`config.mk`:
```
export PLATFORM = sky130hd
export DESIGN_NAME = instr_cache_fill_ctrl
export DESIGN_NICKNAME = d
export VERILOG_FILES = /design/src/rtl/instr_cache_fill_ctrl.sv
export SDC_FILE = /design/constraint.sdc
export NUM_CORES = 1
export LEC_CHECK = 0
export ABC_AREA = 0
export CAP_MARGIN = 20
export CORE_AREA = 2 2 280 282
export CTS_CLUSTER_SIZE = 20
export DETAILED_ROUTE_END_ITERATION = 16
export DIE_AREA = 0 0 282 284
export PLACE_DENSITY_LB_ADDON = 0.3
export SYNTH_ARGS = -nofsm -noshare
export SYNTH_HDL_FRONTEND = slang
export SYNTH_SLANG_ARGS = --single-unit
export TNS_END_PERCENT = 1
```
`constraint.sdc`:
```
create_clock -name clk -period 2.3 [get_ports clk]
set_clock_uncertainty 0.1 [all_clocks]
set_input_delay 0.345 -clock clk [delete_from_list [all_inputs] [get_ports clk]]
set_output_delay 0.345 -clock clk [all_outputs]
set_load 0.01 [all_outputs]
```
`src/rtl/instr_cache_fill_ctrl.sv`:
```
// Instruction-cache line-fill controller: 4-beat burst read, line assembly, single full-mask SRAM + tag write.
// Optional ICACHE_FILL_BYPASS_EN forwards the assembled line on bypass_line during DONE.
module instr_cache_fill_ctrl #(
  parameter int DATA_WIDTH = 256,
  parameter int BEAT_WIDTH = 64,
  parameter int SET_WIDTH  = 4,
  parameter int ADDR_WIDTH = 32
) (
  input  logic                   clk,
  input  logic                   rst_n,
  input  logic                   miss_req,
  input  logic [ADDR_WIDTH-1:0]  miss_addr,
  output logic                   miss_ready,
  output logic                   fill_done,
  output logic                   mem_read,
  output logic [ADDR_WIDTH-1:0]  mem_addr,
  input  logic [BEAT_WIDTH-1:0]  mem_rdata,
  input  logic                   mem_resp,
  output logic                   sram_csb0,
  output logic                   sram_web0,
  output logic [DATA_WIDTH/8-1:0] sram_wmask0,
  output logic [SET_WIDTH-1:0]   sram_addr0,
  output logic [DATA_WIDTH-1:0]  sram_din0,
  output logic                   tag_we,
  output logic [SET_WIDTH-1:0]   tag_index,
  output logic [ADDR_WIDTH-SET_WIDTH-$clog2(DATA_WIDTH/8)-1:0] tag_wdata,
  output logic                   bypass_valid,
  output logic [DATA_WIDTH-1:0]  bypass_line,
  output logic [1:0]             fsm_state
);

  localparam int BEATS = DATA_WIDTH / BEAT_WIDTH;
  localparam int CNT_W = $clog2(BEATS);
  localparam int OFF_W = $clog2(DATA_WIDTH / 8);

  typedef enum logic [1:0] {IDLE, RECV, WRITE, DONE} state_t;

  state_t                state, state_next;
  logic [ADDR_WIDTH-1:0] line;
  logic [CNT_W-1:0]      beat_cnt;
  logic [DATA_WIDTH-1:0] buffer;
  logic                  accept;
  logic                  beat_take;
  logic                  unused_offset;

  assign accept        = miss_req && (state == IDLE);
  assign beat_take     = mem_resp && (state == RECV);
  assign fsm_state     = state;
  // Offset bits are latched but never used: the burst always starts at the line base.
  assign unused_offset = ^line[OFF_W-1:0];

  always_ff @(posedge clk or negedge rst_n) begin
    if (!rst_n) begin
      state    <= IDLE;
      line     <= '0;
      beat_cnt <= '0;
      buffer   <= '0;
    end else begin
      state <= state_next;
      if (accept) begin
        line     <= miss_addr;
        beat_cnt <= '0;
      end
      if (beat_take) begin
        for (int b = 0; b < BEATS; b++) begin
          if (beat_cnt == CNT_W'(b)) buffer[b*BEAT_WIDTH +: BEAT_WIDTH] <= mem_rdata;
        end
        beat_cnt <= beat_cnt + CNT_W'(1);
      end
    end
  end

  assign mem_addr = {line[ADDR_WIDTH-1:OFF_W], {OFF_W{1'b0}}};

  always_comb begin
    state_next   = state;
    miss_ready   = 1'b0;
    fill_done    = 1'b0;
    mem_read     = 1'b0;
    sram_csb0    = 1'b1;
    sram_web0    = 1'b1;
    sram_wmask0  = '0;
    sram_addr0   = '0;
    sram_din0    = '0;
    tag_we       = 1'b0;
    tag_index    = '0;
    tag_wdata    = '0;
    bypass_valid = 1'b0;
    bypass_line  = '0;
    case (state)
      IDLE: begin
        miss_ready = 1'b1;
        if (miss_req) state_next = RECV;
      end
      RECV: begin
        mem_read = 1'b1;
        if (mem_resp && (beat_cnt == CNT_W'(BEATS - 1))) state_next = WRITE;
      end
      WRITE: begin
        // The fetch path must not use the SRAM port in this cycle.
        sram_csb0   = 1'b0;
        sram_web0   = 1'b0;
        sram_wmask0 = '1;
        sram_addr0  = line[OFF_W +: SET_WIDTH];
        sram_din0   = buffer;
        tag_we      = 1'b1;
        tag_index   = line[OFF_W +: SET_WIDTH];
        tag_wdata   = line[ADDR_WIDTH-1:OFF_W+SET_WIDTH];
        state_next  = DONE;
      end
      DONE: begin
        fill_done = 1'b1;
`ifdef ICACHE_FILL_BYPASS_EN
        bypass_valid = 1'b1;
        bypass_line  = buffer;
`endif
        state_next = IDLE;
      end
      default: state_next = IDLE;
    endcase
  end

endmodule

```
## Word level (Yosys, flattened, before mapping)

Cells that the tools add are included.

| word-level totals | value |
|---|---|
| register bits after elaboration | 292 |
| output and inout bits | 616 |

| cells by class | value |
|---|---|
| add/sub/neg operators | 1 |
| equal/unequal tests | 8 |
| multiplexer cells | 14 |
| reductions and logical operators | 11 |

Operators with widths:

| operator | number |
|---|---|
| 256-bit two-way mux | 1 |
| 32-bit two-way mux | 1 |
| 23-bit two-way mux | 1 |
| 2-bit AND reduction | 5 |
| 2-bit equality test, second input constant | 4 |
| 2-bit two-way mux | 4 |
| 2-bit one-hot mux with 4 select lines | 1 |
| 1-bit two-way mux | 5 |
| 2-bit by 1-bit equality test with 1-bit output, second input constant | 2 |
| 2-bit logical NOT | 2 |
| 4-bit two-way mux | 1 |
| 1-bit logical AND | 3 |
| 2-bit by 1-bit adder with 2-bit output, second input constant | 1 |
| 2-bit by 1-bit inequality test with 1-bit output, second input constant | 1 |
| 2-bit inequality test, second input constant | 1 |
| 2-bit nonzero test | 1 |

## Logic depth before layout (Yosys ltp)

Gate-level depths: netlist (run 1).

| logic depth | value |
|---|---|
| depth in word-level cells | 4 |
| mapped depth | 7 |
| mapped depth without buffers | 5 |

## Worst setup path after synthesis (run 1)

OpenSTA, ideal clock, no wires.

| timing | value |
|---|---|
| kind | reg2out |
| from | reg state[0], in the netlist fsm_state[0] |
| to | out tag_index[0] |
| arrival time | 2216 ps |
| data required time | 1855 ps |
| setup slack | -361 ps |
| stages on the path, launching flop included | 7 |
| path buffers | 3 |
| cells stage by stage | dfrtp_1 > inv_1 > ha_1 > clkbuf_1 > clkbuf_1 > and2_1 > buf_4 |

| between the ends | value |
|---|---|
| word-level cells in the longest chain between the ends | 2 |

RTL lines:

| element | RTL line | source |
|---|---|---|
| start, declared | 38 | `state_t state, state_next;` |
| start signal, assigned | 59 | `state <= state_next;` |
| 2-bit equality test | -- |  |
| 4-bit two-way mux | -- |  |
| end, declared | 25 | `output logic [SET_WIDTH-1:0] tag_index,` |

Every way passes these cells.

## Worst setup path after layout (run 1)

| timing | value |
|---|---|
| from | reg state[1], in the netlist fsm_state[1] |
| to | out sram_din0[115] |

| between the ends | value |
|---|---|
| word-level cells in the longest chain between the ends | 2 |

RTL lines:

| element | RTL line | source |
|---|---|---|
| 2-bit equality test | 90 | `case (state)` |
| 256-bit two-way mux | 90 |  |
| end, declared | 23 | `output logic [DATA_WIDTH-1:0] sram_din0,` |

Every way passes these cells.

==> flow_metrics.tcl, run 1 <==
set metrics [dict create \
    synth_area_um2 15200 \
    slew_violations 0 \
    via_per_inst 3.52 \
    rsz0062_at_grt "true" \
    cp_top_family "buffers and inverters" \
    syn-instance-count 1242 \
    fin_area_um2 21100 \
    critPathKind "flop to output pin" \
    grt_max_degree 53 \
    switching_share_pct 33.0 \
    chipWidth_um 282 \
    ys_types 20 \
    vias 9762 \
    routedWlPerCell_um 16.6 \
    initial_utilization_pct 19.7 \
    finalCriticalPeriod_ps 2500 \
    outcome "finished with violations" \
    place_congestion 0.750 \
    pwr-share-seq_pct 32.3 \
    syn_avg_cell_area_um2 12.2 \
    async_flop_share_pct 100 \
    row_count 102 \
    cpMaxStageDelayCell "dfrtp_1" \
    grtUsageTotal_pct 11.2 \
    powerDensity_nw_per_um2 1240 \
    nets 1810 \
    clkSinkCount 287 \
    ant_nets 0 \
    totalWireLength_um 46000 \
    gr-total-overflow 0 \
    yosysMostFrequentCell "buf_4" \
    drtPass1Iterations 4 \
    leakagePower_nw 10.7 \
    finalSetupTns_ps -13860 \
    synth_top_area_share_pct 47.3 \
    finalSetupViolCount 172 \
    syn_to_final_growth_pct 38.7 \
    synth-warning-count 0 \
    hpwl_um 32300 \
    io_pins 716 \
    drive_gt1_share_pct 44.9 \
    crit_required_ps 1860 \
    cpPeakStageDelay_ps 400 \
    cts_inserted_buffers 37 \
    crit_arrival_ps 2050 \
    worst_setup_path_end_kind "output pin" \
    yosys_register_bits 287 \
    hold_violations 0 \
    p_comb_share_pct 44.8 \
    grt_pass1_vias 10200 \
    die_h_um 284 \
    synth_edf_count 0 \
    port_buffers 448 \
    synth.top_cells.by_count "299 x buf_4, 287 x dfrtp_1, 284 x and2_1, 242 x mux2_2, 42 x mux2_4" \
    maxCapViolations 0 \
    final_core_util_pct 27.4 \
    drt_iter0_markers 316 \
    fin_ws_ps -199 \
    switchingPower_mw 8.64 \
    grt_pass1_wl_um 67400 \
    core_um2 77000 \
    p_clk_share_pct 22.9 \
    crit_path_max_fanout 28 \
    start_kind "flop" \
    clock_path_buffers 3 \
    hold_class "primary input to asynchronous set/reset pin" \
    synthTopCellsByArea "dfrtp_1 47%, mux2_2 18%, buf_4 15%" \
    period_share_pct 109 \
    path_cells "ha_4, buf_12, buf_16, buf_4, buf_12, and2_1, buf_4" \
    cts_root_buf "clkbuf_16" \
    antenna_found_initial 3 \
    path_clk_slew_ps 60 \
    cellInternalPower_mw 17.6 \
    placed_area_um2 20000 \
    ys_seq_area_share_pct 47.3 \
    failed_checks "setup timing" \
    synthFlopType "dfrtp_1" \
    peakVddDrop_v 0.000616 \
    die-area_um2 80100 \
    drc 0 \
    fmax_ghz 0.400 \
    htreeDepth 2 \
    cts_tree "built" \
    yosysTopAreaCell "dfrtp_1" \
    whs_ps 195 \
    total_power_mw 26.2 \
    clk_latency_ps 560 \
    worst-path-buf-inv 5 \
]
cells in the final DEF (no fill, tap or decap), drive strengths merged:
master and count:
mux2 284, buf 317, conb 262, o32a 1
a21boi 1, nand3 3, clkinv 12, ha 8
dlymetal6s2s 14, clkdlybuf4s15 18, a21oi 1, and2 284
diode 1, clkdlybuf4s50 122, o21ai 1, dlygate4sd2 9
bufinv 4, clkinvlp 2, dfrtp 287, clkbuf 84
dlygate4sd3 1, nand2 7, inv 7
final timing paths:
check / startpoint / endpoint / slack (ps) / depth (start not counted)
max in group asynchronous: rst_n / buffer[53] / 1110 / 3
setup reg to reg: fsm_state[0] / buffer[39] / 40 / 8
min in group clk: miss_addr[31] / line[31] / 290 / 2
setup / recovery: fsm_state[1] / sram_din0[115] / -200 / 7
hold reg to reg: buffer[105] / buffer[105] / 400 / 1
hold / removal: rst_n / buffer[196] / 200 / 2
routing by layer:
metal / GRT usage [%] / wire length, um / up-vias
li1: - / - / 4406
met1: 12.8 / 17900 / 4876
met2: 20.0 / 23500 / 421
met3: 3.58 / 3640 / 57
met4: 2.87 / 955 / 2
met5: 0 / 11 / -
what timing repair did:
action | 4_1_cts | 5_1_grt
endpoints found under the setup margin | 325 | 367
hold endpoints to repair | 77 | 0
gates resized for setup | 959 | 451
hold buffers | 1 | 0
pin swaps | 1 | 2
gates cloned | 6 | 1
buffers inserted | 13 | 3
final cells by class:
| type | instances | area [um^2] |
|---|---|---|
| tap | 1040 | 1300 |
| clock buffer | 47 | 1020 |
| multi-input combinational | 852 | 6500 |
| clock inverter | 19 | 230 |
| antenna | 1 | 2.50 |
| timing repair buffer | 518 | 4800 |
| sequential | 287 | 7180 |
| inverter | 6 | 22.5 |
| fill | 8091 | 55900 |
flip-flops by register name, indices dropped and copies added (netlist names):
register   cells
fsm_state      2
line          27
beat_cnt       2
buffer       256
cell families after synthesis:
family	count (synthesis)	synth area share (%)
buf+inv	364	17.4
mux	284	22.1
flops	287	47.3
compound gates	4	0.181
fa+ha+maj	8	0.659
simple gates	294	12.3
other cells	1	0.0247
power groups by stage:
stage | Combinational, mW | Sequential, mW | Clock [mW]
final | 11.8 | 8.47 | 6.00
after CTS | 11.9 | 8.46 | 6.31
after global routing | 12.7 | 8.78 | 6.47
after floorplan | 6.42 | 8.15 | 0
after global placement | 11.6 | 8.42 | 0
after detailed placement | 11.7 | 8.49 | 0
metrics by stage:
step | instances | setup slack [ps]
6_report | 2770 | -199
5_1_grt | 2770 | -341
4_1_cts | 2767 | -341
3_5_place_dp | 2681 | -76.1
3_3_place_gp | 2681 | -70.3
2_1_floorplan | 1503 | 97.9
No activity file was read; power rests on OpenSTA's default activity.
==> run 2, diff against run 1 <==
--- a/config.mk
+++ b/config.mk
@@ -7,10 +7,12 @@
 export LEC_CHECK = 0
 export ABC_AREA = 0
 export CAP_MARGIN = 20
-export CORE_AREA = 2 2 280 282
+export CELL_PAD_IN_SITES_DETAIL_PLACEMENT = 1
+export CELL_PAD_IN_SITES_GLOBAL_PLACEMENT = 1
+export CORE_AREA = 2 2 281 283
 export CTS_CLUSTER_SIZE = 20
 export DETAILED_ROUTE_END_ITERATION = 16
-export DIE_AREA = 0 0 282 284
+export DIE_AREA = 0 0 283 285
 export PLACE_DENSITY_LB_ADDON = 0.3
 export SYNTH_ARGS = -nofsm -noshare
 export SYNTH_HDL_FRONTEND = slang
==> run 2 against run 1 <==
Net effect: the run still ends with setup timing left; wire length rose by 7.3%; count of clock-buffer cells in the layout rose by 9; total power rose by 3.6%; first-iteration DRC count fell by 36%; design area rose by 2.2%; worst hold slack improved by 39 ps; combinational power rose by 8%; critical path depth did not move; setup slack improved by 46 ps; non-clock buffer count rose by 17; sequential share of layout area fell by 0.73 points; critical path type unchanged; largest cell class unchanged.
==> flow_metrics.tcl, run 2 (synthesis gave the netlist of run 1 again) <==
set metrics [dict create \
    outcome "finished with violations" \
    failed_checks "setup timing" \
    maxCapViolations 0 \
    switchingPower_mw 9.04 \
    fmax_ghz 0.408 \
    drtPass1Iterations 4 \
    gr-total-overflow 0 \
    antennaDiodeCount 0 \
    core_um2 78000 \
    rrSetupSlack_ps 140 \
    crit_path_max_fanout 7 \
    routedWlPerCell_um 17.6 \
    met1_length_um 19000 \
    hold_class "primary input to asynchronous set/reset pin" \
    worst_setup_path_end_kind "output pin" \
    cts_root_buf "clkbuf_16" \
    cellInternalPower_mw 18.1 \
    via_per_inst 3.54 \
    peakVddDrop_v 0.000441 \
    period_share_pct 107 \
    start_kind "flop" \
    worstReg2RegStart "fsm_state[1]" \
    path_clk_slew_ps 60 \
    leakagePower_nw 10.7 \
    finalSetupTns_ps -23540 \
    drive_gt1_share_pct 50.8 \
    finalSetupViolCount 231 \
    grtUsageTotal_pct 11.7 \
    reg_top3 "buffer: 256 flops, line: 27 flops" \
    rsz0062_at_grt "true" \
    mostFrequentLayoutCell "dfrtp_1" \
    clk_latency_ps 550 \
    slew_violations 0 \
    clkSinkCount 287 \
    layout_common_cells "287 x dfrtp_1, 262 x conb_1, 242 x mux2_2" \
    p_clk_share_pct 21.4 \
    nets 1827 \
    htreeDepth 2 \
    topRoutingLayerUsed "met5" \
    grt_pass1_vias 10600 \
    grt_pass1_wl_um 71900 \
    grt_max_degree 52 \
    initial_utilization_pct 19.5 \
    finalCriticalPeriod_ps 2450 \
    cts_inserted_buffers 37 \
    chipWidth_um 283 \
    crit_required_ps 1860 \
    reg2reg_depth 8 \
    drt_iter0_markers 202 \
    antenna_found_initial 3 \
    drc 0 \
    vias 9893 \
    cpMaxStageDelayCell "dfrtp_1" \
    powerDensity_nw_per_um2 1260 \
    row_count 103 \
    ant_nets 0 \
    syn_to_final_growth_pct 41.7 \
    cts_tree "built" \
    port_buffers 448 \
    timing.rr.end "buffer[116]" \
    hold_violations 0 \
    place_congestion 0.734 \
    p_comb_share_pct 47.2 \
    hpwl_um 35000 \
    routed-wl-met3_um 2880 \
    critPathKind "flop to output pin" \
    route.met2.wl_um 26200 \
    path_cells "ha_4, buf_12, buf_12, buf_12, clkbuf_16, and2_4, buf_6" \
    worst_path_most_repeated_cell "buf_12" \
    regMostFlops "buffer" \
    pwr-share-seq_pct 31.4 \
    totalWireLength_um 49300 \
    die-area_um2 80700 \
    cpPeakStageDelay_ps 410 \
    clock_path_buffers 3 \
    largest_reg_flops 256 \
    die_h_um 285 \
    dp_worst_setup_slack_ps -82.7 \
    fin_ws_ps -153 \
    switching_share_pct 33.3 \
    io_pins 716 \
    crit_arrival_ps 2010 \
]
[run 2: metal layers]
metal  vias to the layer above  global-route usage, %
met4                         2                   3.51
met3                        68                   2.70
met5                         -                      0
met1                      5046                   13.2
li1                       4438                      -
met2                       339                   21.7
[run 2: worst max path at each step]
stage / startpoint / end / slack [ps] / depth (start not counted)
6_report: fsm_state[1] / sram_din0[169] / -150 / 7
2_1_floorplan: fsm_state[0] / tag_index[0] / 100 / 6
5_1_grt: fsm_state[0] / sram_din0[237] / -250 / 8
3_3_place_gp: fsm_state[0] / sram_din0[97] / -90 / 6
3_5_place_dp: fsm_state[0] / sram_din0[97] / -80 / 6
4_1_cts: fsm_state[1] / sram_din0[234] / -230 / 7
[run 2: worst max-delay path: cells and delay by family, from the launching register on]
kind	cells	cell delay [ps]
simple gates	1	130
flops	1	410
buf+inv	5	700
fa+ha+maj	1	190
[run 2: power by group through the flow]
stage / Clock (mW) / Combinational [mW] / Sequential (mW)
after floorplan: 0 / 6.42 / 8.15
after global placement: 0 / 11.7 / 8.46
after detailed placement: 0 / 11.9 / 8.54
after CTS: 6.11 / 12.1 / 8.50
after global routing: 6.28 / 13.7 / 8.84
final: 5.82 / 12.8 / 8.53
[run 2: repair_timing]
item	CTS	global route
endpoints found under the setup margin	325	324
setup buffers	15	0
hold endpoints to repair	35	0
pin swaps	1	0
gates cloned	12	1
hold buffers	1	0
resized for setup	1205	375
[run 2: final cells by class]
type	instances	area (um^2)
tap	1050	1310
multi-input combinational	852	6680
clock inverter	10	108
sequential	287	7180
clock buffer	56	1110
timing repair buffer	535	5110
fill	8762	56400
inverter	6	22.5
[run 2: metrics by stage]
stage	instance area [um^2]	power, mW	instances	hold WS, ps	utilization [%]
floorplan	16200	14.6	1503	-50.6	-
global placement	20100	20.2	2701	211	25.8
detailed placement	20100	20.5	2701	224	25.8
CTS	20800	26.7	2795	220	26.7
global route	21500	28.9	2796	249	27.6
finish	21500	27.2	2796	234	27.6
